**src/rtl/serial_sort_pkg.sv**
```systemverilog
// Shared definitions for the serial sort controller and its wrapper.
package serial_sort_pkg;

    localparam int DEFAULT_DATA_WIDTH = 8;
    localparam int DEFAULT_SIZE       = 3;

    typedef enum logic [1:0] {
        CLEAR,
        LOAD,
        DRAIN
    } state_t;

endpackage

```
**src/rtl/serial_sort_controller.sv**
```systemverilog
// Frame sequencer for the fast_serial_sort cell chain: loads a frame of
// unsorted words, drains the sorted words with backpressure, then clears
// the chain before accepting the next frame.
module serial_sort_controller
    import serial_sort_pkg::*;
#(
    parameter int DATA_WIDTH = DEFAULT_DATA_WIDTH,
    parameter int SIZE       = DEFAULT_SIZE
) (
    input  logic                  clk,
    input  logic                  reset,
    input  logic                  in_valid,
    output logic                  in_ready,
    input  logic [DATA_WIDTH-1:0] in_data,
    input  logic                  in_last,
    output logic                  out_valid,
    input  logic                  out_ready,
    output logic [DATA_WIDTH-1:0] out_data,
    output logic                  out_last,
    output logic                  busy,
    output logic                  frame_err,
    output logic                  sort_reset,
    output logic                  sort_enable,
    output logic                  sort_write,
    output logic [DATA_WIDTH-1:0] sort_unsorted_data,
    input  logic [DATA_WIDTH-1:0] sort_sorted_data
);

    localparam int CNT_W = $clog2(SIZE + 1);
    localparam logic [CNT_W-1:0] SIZE_C = CNT_W'(SIZE);
    localparam logic [CNT_W-1:0] ONE_C  = CNT_W'(1);

    state_t           state_q, state_d;
    logic [CNT_W-1:0] count_q, count_d;
    logic [CNT_W-1:0] count_inc;

    // State and element counter registers
    always_ff @(posedge clk) begin
        if (reset) begin
            state_q <= CLEAR;
            count_q <= '0;
        end else begin
            state_q <= state_d;
            count_q <= count_d;
        end
    end

    // Next-state, counter update and all sorter/stream control outputs
    always_comb begin
        state_d            = state_q;
        count_d            = count_q;
        count_inc          = count_q + ONE_C;
        in_ready           = 1'b0;
        out_valid          = 1'b0;
        out_data           = '0;
        out_last           = 1'b0;
        frame_err          = 1'b0;
        sort_reset         = 1'b0;
        sort_enable        = 1'b0;
        sort_write         = 1'b0;
        sort_unsorted_data = '0;
        busy               = (state_q != LOAD) || (count_q != '0);

        unique case (state_q)
            CLEAR: begin
                sort_reset = 1'b1;
                count_d    = '0;
                state_d    = LOAD;
            end
            LOAD: begin
                in_ready           = 1'b1;
                sort_write         = 1'b1;
                sort_unsorted_data = in_data;
                sort_enable        = in_valid;
                if (in_valid) begin
                    count_d = count_inc;
                    if (in_last || (count_inc == SIZE_C)) begin
                        state_d = DRAIN;
                    end
                    if ((count_inc == SIZE_C) && !in_last) begin
                        frame_err = 1'b1;
                    end
                end
            end
            DRAIN: begin
                out_valid   = 1'b1;
                out_data    = sort_sorted_data;
                out_last    = (count_q == ONE_C);
                sort_enable = out_ready;
                if (out_ready) begin
                    count_d = count_q - ONE_C;
                    if (count_q == ONE_C) begin
                        state_d = CLEAR;
                    end
                end
            end
            default: begin
                state_d = CLEAR;
                count_d = '0;
            end
        endcase
    end

endmodule
```
**config.mk**
```make
export PLATFORM = sky130hd
export DESIGN_NAME = serial_sort_controller
export DESIGN_NICKNAME = d
export VERILOG_FILES = /design/src/rtl/serial_sort_pkg.sv /design/src/rtl/serial_sort_controller.sv
export SDC_FILE = /design/constraint.sdc
export NUM_CORES = 1
export LEC_CHECK = 0
export CORE_MARGIN = 5
export CORE_UTILIZATION = 30
export CTS_CLUSTER_DIAMETER = 200
export CTS_CLUSTER_SIZE = 20
export DETAILED_ROUTE_END_ITERATION = 16
export PLACE_DENSITY = 0.81
export SYNTH_ARGS = -nofsm -noshare
export SYNTH_HDL_FRONTEND = slang
export SYNTH_SLANG_ARGS = --single-unit
```
**constraint.sdc**
```tcl
create_clock -name clk -period 2.05 [get_ports clk]
set_input_delay 0.615 -clock clk [delete_from_list [all_inputs] [get_ports clk]]
set_output_delay 0.615 -clock clk [all_outputs]
set_load 0.01 [all_outputs]
```
Word level (Yosys, flattened, before mapping)
Cells that the tools add are included.
- add/subtract/negate cells: 2
- equality and inequality tests: 9
- mux-type cells: 18
- reduce and logical (&&, ||, !) cells: 8
- operator list (kind ; number):
    $mux 8 ; 2
    $mux 2 ; 6
    $ne 2x2->1 const B ; 4
    $mux 1 ; 7
    $pmux 2 s3 ; 1
    $eq 2x1->1 const B ; 2
    $eq 2x2->1 const B ; 2
    $pmux 2 s2 ; 1
    $reduce_and 4->1 ; 1
    $add 2x1->2 const B ; 1
    $logic_not 2->1 ; 1
    $logic_or 1x1->1 ; 2
    $ne 2x1->1 const B ; 1
    $pmux 1 s2 ; 1
    $reduce_and 2->1 ; 1
    $reduce_bool 2->1 ; 1
    $sub 2x1->2 const B ; 1
    $logic_and 1x1->1 ; 1
    $logic_not 1->1 ; 1
- logic and storage cells: 39
- output and inout port bits: 24
- register bits: 4
- bits of input ports: 21

Depth between registers and ports, before layout
- depth after elaboration: 6
- gate-level depth with buffers: 6
- mapped depth without buffers: 5

Worst setup path before layout
Ideal clock, no wire load.
- kind: register to output
- start point: register state_q[1]
- end point: output sort_enable
- arrival: 1.033 ns
- stages on the path, launching flop included: 6
- path buffers: 1
- slack: 0.402 ns
- path through: dfxtp_1 -> inv_1 -> ha_1 -> clkbuf_1 -> a22oi_1 -> nor2b_1
- longest elaborated chain between the ends: 2
- elaborated cells on any way between the ends: 3
- classes of those cells: 2 x eq/ne; 1 x mux
- RTL lines (element ; RTL line ; RTL):
    start, declared ; serial_sort_controller.sv:33 ; state_t state_q, state_d;
    start signal, assigned ; serial_sort_controller.sv:43 ; state_q <= state_d;
    $eq 2x2->1 or $eq 2x1->1 (tied branches) ; serial_sort_controller.sv:64 ; unique case (state_q)
    $pmux 1 s2 (*) ; serial_sort_controller.sv:64 ;
    end, declared ; serial_sort_controller.sv:23 ; output logic sort_enable,
Every way passes the cells marked *; elsewhere a longest branch is shown, timed or not.

Worst setup path in the final report
- start point: input sort_sorted_data[3]
- end point: output out_data[3]
- longest elaborated chain between the ends: 1
- RTL lines (element ; RTL line ; RTL):
    start, declared ; serial_sort_controller.sv:26 ; input logic [DATA_WIDTH-1:0] sort_sorted_data
    $mux 8 ; serial_sort_controller.sv:64 ;
    end, declared ; serial_sort_controller.sv:18 ; output logic [DATA_WIDTH-1:0] out_data,
Every way passes these cells.

==> impl_metrics.json <==
{
  "seq_area_frac_synth": 0.160,
  "drtIter0Drc": 4,
  "final_cell_mix": "clkdlybuf4s50_1 (18), and2_1 (9), clkbuf_2 (9)",
  "antenna_cells": 0,
  "path_class": "primary input to primary output",
  "via_per_inst": 4.60,
  "holdPathEnd": "state_q[0]$_SDFFE_PP0P_",
  "r2r-end": "count_q[1]$_SDFFE_PP0P_",
  "ys_ff_latch": 4,
  "syn2layout_area_growth_pct": 89.8,
  "regArea_um2": 85.1,
  "synthesis.instances": 59,
  "total_power_uw": 829,
  "coreArea_um2": 1540,
  "cts_setup_buffers": 0,
  "start_util": 0.325,
  "hold-worst-slack_ns": 0.491,
  "arrival_ns": 1.42,
  "layout-drive-gt1-share": 0.352,
  "syn_area_um2": 502,
  "post_dp_cell_area_um2": 981,
  "leakage_nw": 0.457,
  "outcome": "completed",
  "synthesis.nets": 88,
  "clk_latency_ns": 0.23,
  "cts_hold_repair.buffers": 0,
  "die_w_um": 50.9,
  "final_cell_area_um2": 952,
  "ys_warn_count": 0,
  "worstMarginPinSlew_ns": 0.358,
  "finClkSkew_ns": 0.00518,
  "first_pass_iters": 5,
  "fin_crit_ns": 2.04,
  "cp.required_ns": 1.43,
  "ir_drop_v": 0.000467,
  "via_count": 571,
  "clock_sinks": 4,
  "final_common_cell": "clkdlybuf4s50_1",
  "multi_input_area_um2": 393,
  "nFillCells": 136,
  "ios": 45,
  "grt_setup_unrepaired": "false",
  "reg2reg_depth": 5,
  "grt_max_degree": 13,
  "max_freq_ghz": 0.491,
  "final-hold-violation-count": 0,
  "r2r_start": "state_q[0]$_SDFFE_PP0P_",
  "floorplan.die_area_um2": 2590,
  "path_clk_slew_ns": 0.03,
  "cap_violations": 0,
  "critPathLaunchType": "primary input",
  "htree_num_levels": 1,
  "place.port_buffers": 44,
  "syn_area_per_cell_um2": 8.50,
  "overflow": 0,
  "postRouteWirelength_um": 1580,
  "grt_pass1_vias": 547,
  "final_util": 0.618,
  "grt_first_pass_wirelength_um": 2480,
  "setup_viol": 0,
  "track_usage": 0.122,
  "wire_per_inst_um": 12.8,
  "route.detailed.drc": 0,
  "hold_depth": 2,
  "cts_buffers": 3,
  "clockBufferDepth": 2,
  "row_count": 14,
  "max_slew_margin": 0.760,
  "synth.distinct_cells": 20,
  "cp-end-kind": "primary output",
  "cts_tree": "done",
  "cts_root_buf": "clkbuf_4",
  "dp_hpwl_um": 1380,
  "die_y_um": 50.9,
  "finalCritPeriodShare": 0.993,
  "critPathMaxFanout": 1,
  "slew_violations": 0,
  "hp-start": "state_q[0]$_SDFFE_PP0P_",
  "nets": 139,
  "hold_class": "register to register",
  "antenna_found_initial": 0,
  "cellPowerDensity_nw_per_um2": 871,
  "postRouteAntennaNets": 0,
  "reg2reg_slack_ns": 0.46,
  "gp_congestion": 0.685
}
==> kinds of logic (layout without fill, tap and decap cells) <==
logic type,after synthesis,count (layout),share of synthesized area
AOI/OAI and AO/OA,6,6,0.0648
adders and majority gates,8,8,0.200
buffers and inverters,7,56,0.0673
DFF,4,4,0.160
muxes,3,3,0.0599
and+or+nand+nor,31,31,0.449
==> how the worst max path moves through the flow <==
stage / start / end
2_1_floorplan: state_q[1]$_SDFFE_PP0P_ / sort_enable
3_3_place_gp: in_valid / sort_enable
3_5_place_dp: in_valid / sort_enable
4_1_cts: in_data[0] / sort_unsorted_data[0]
5_1_grt: in_data[5] / sort_unsorted_data[5]
6_report: sort_sorted_data[3] / out_data[3]
==> timing repair <==
item	4_1_cts	5_1_grt
resized for setup	51	15
endpoints found under the setup margin	23	17
pin swaps	0	0
==> synth_stat cells <==
| cell | number | area share |
|---|---|---|
| and2_1 | 9 | 0.11 |
| and2_2 | 8 | 0.12 |
| ha_1 | 8 | 0.20 |
| dfxtp_1 | 4 | 0.16 |
| inv_1 | 4 | 0.030 |
| nand2b_1 | 4 | 0.050 |
| mux2i_1 | 3 | 0.060 |
| nor2b_2 | 3 | 0.052 |
| o21ai_0 | 3 | 0.030 |
| a21oi_1 | 2 | 0.020 |
| buf_4 | 2 | 0.030 |
| a22oi_1 | 1 | 0.015 |
| and4b_1 | 1 | 0.020 |
| clkbuf_1 | 1 | 0.0075 |
| nand2_1 | 1 | 0.0075 |
| nor2b_1 | 1 | 0.012 |
| nor3b_1 | 1 | 0.015 |
| nor4_2 | 1 | 0.025 |
| or4_1 | 1 | 0.015 |
| or4b_1 | 1 | 0.020 |
==> critical path, cell delays in order <==
cell             delay [ns]
clkdlybuf4s50_1        0.44
and2_2                 0.13
clkdlybuf4s15_1        0.23
==> per-layer routing <==
metal,track usage,share of wire,vias up
met1,0.140,0.40,250
met3,0.0465,0.13,0
met2,0.200,0.47,28
met4,0.0511,0,0
met5,0,0,-
li1,-,-,293
==> report_power, final <==
group,total [mW],switching [mW],internal (mW)
registers,0.129,0.0228,0.106
clock network,0.0949,0.0296,0.0653
logic,0.605,0.273,0.332
==> per-stage QoR <==
stage                     setup WS [ns]  std cells  setup TNS (ns)
after CTS                     0.0000899        124               0
after global placement           -0.418        121           -5.22
after detailed placement         -0.450        121           -5.46
after global routing            0.00129        124               0
after floorplan                   0.402         59               0
final                            0.0136        124               0
==> registers in the layout, indices dropped and copies added, names as in the netlist <==
| register | count |
|---|---|
| count_q | 2 |
| state_q | 2 |
==> area by class of cell <==
type / count / area share
inverter: 4 / 0.0158
sequential: 4 / 0.0894
timing repair buffer: 49 / 0.438
tap: 16 / 0.0210
clock buffer: 3 / 0.0237
multi-input combinational: 48 / 0.413
(Power assumes the default switching activity.)
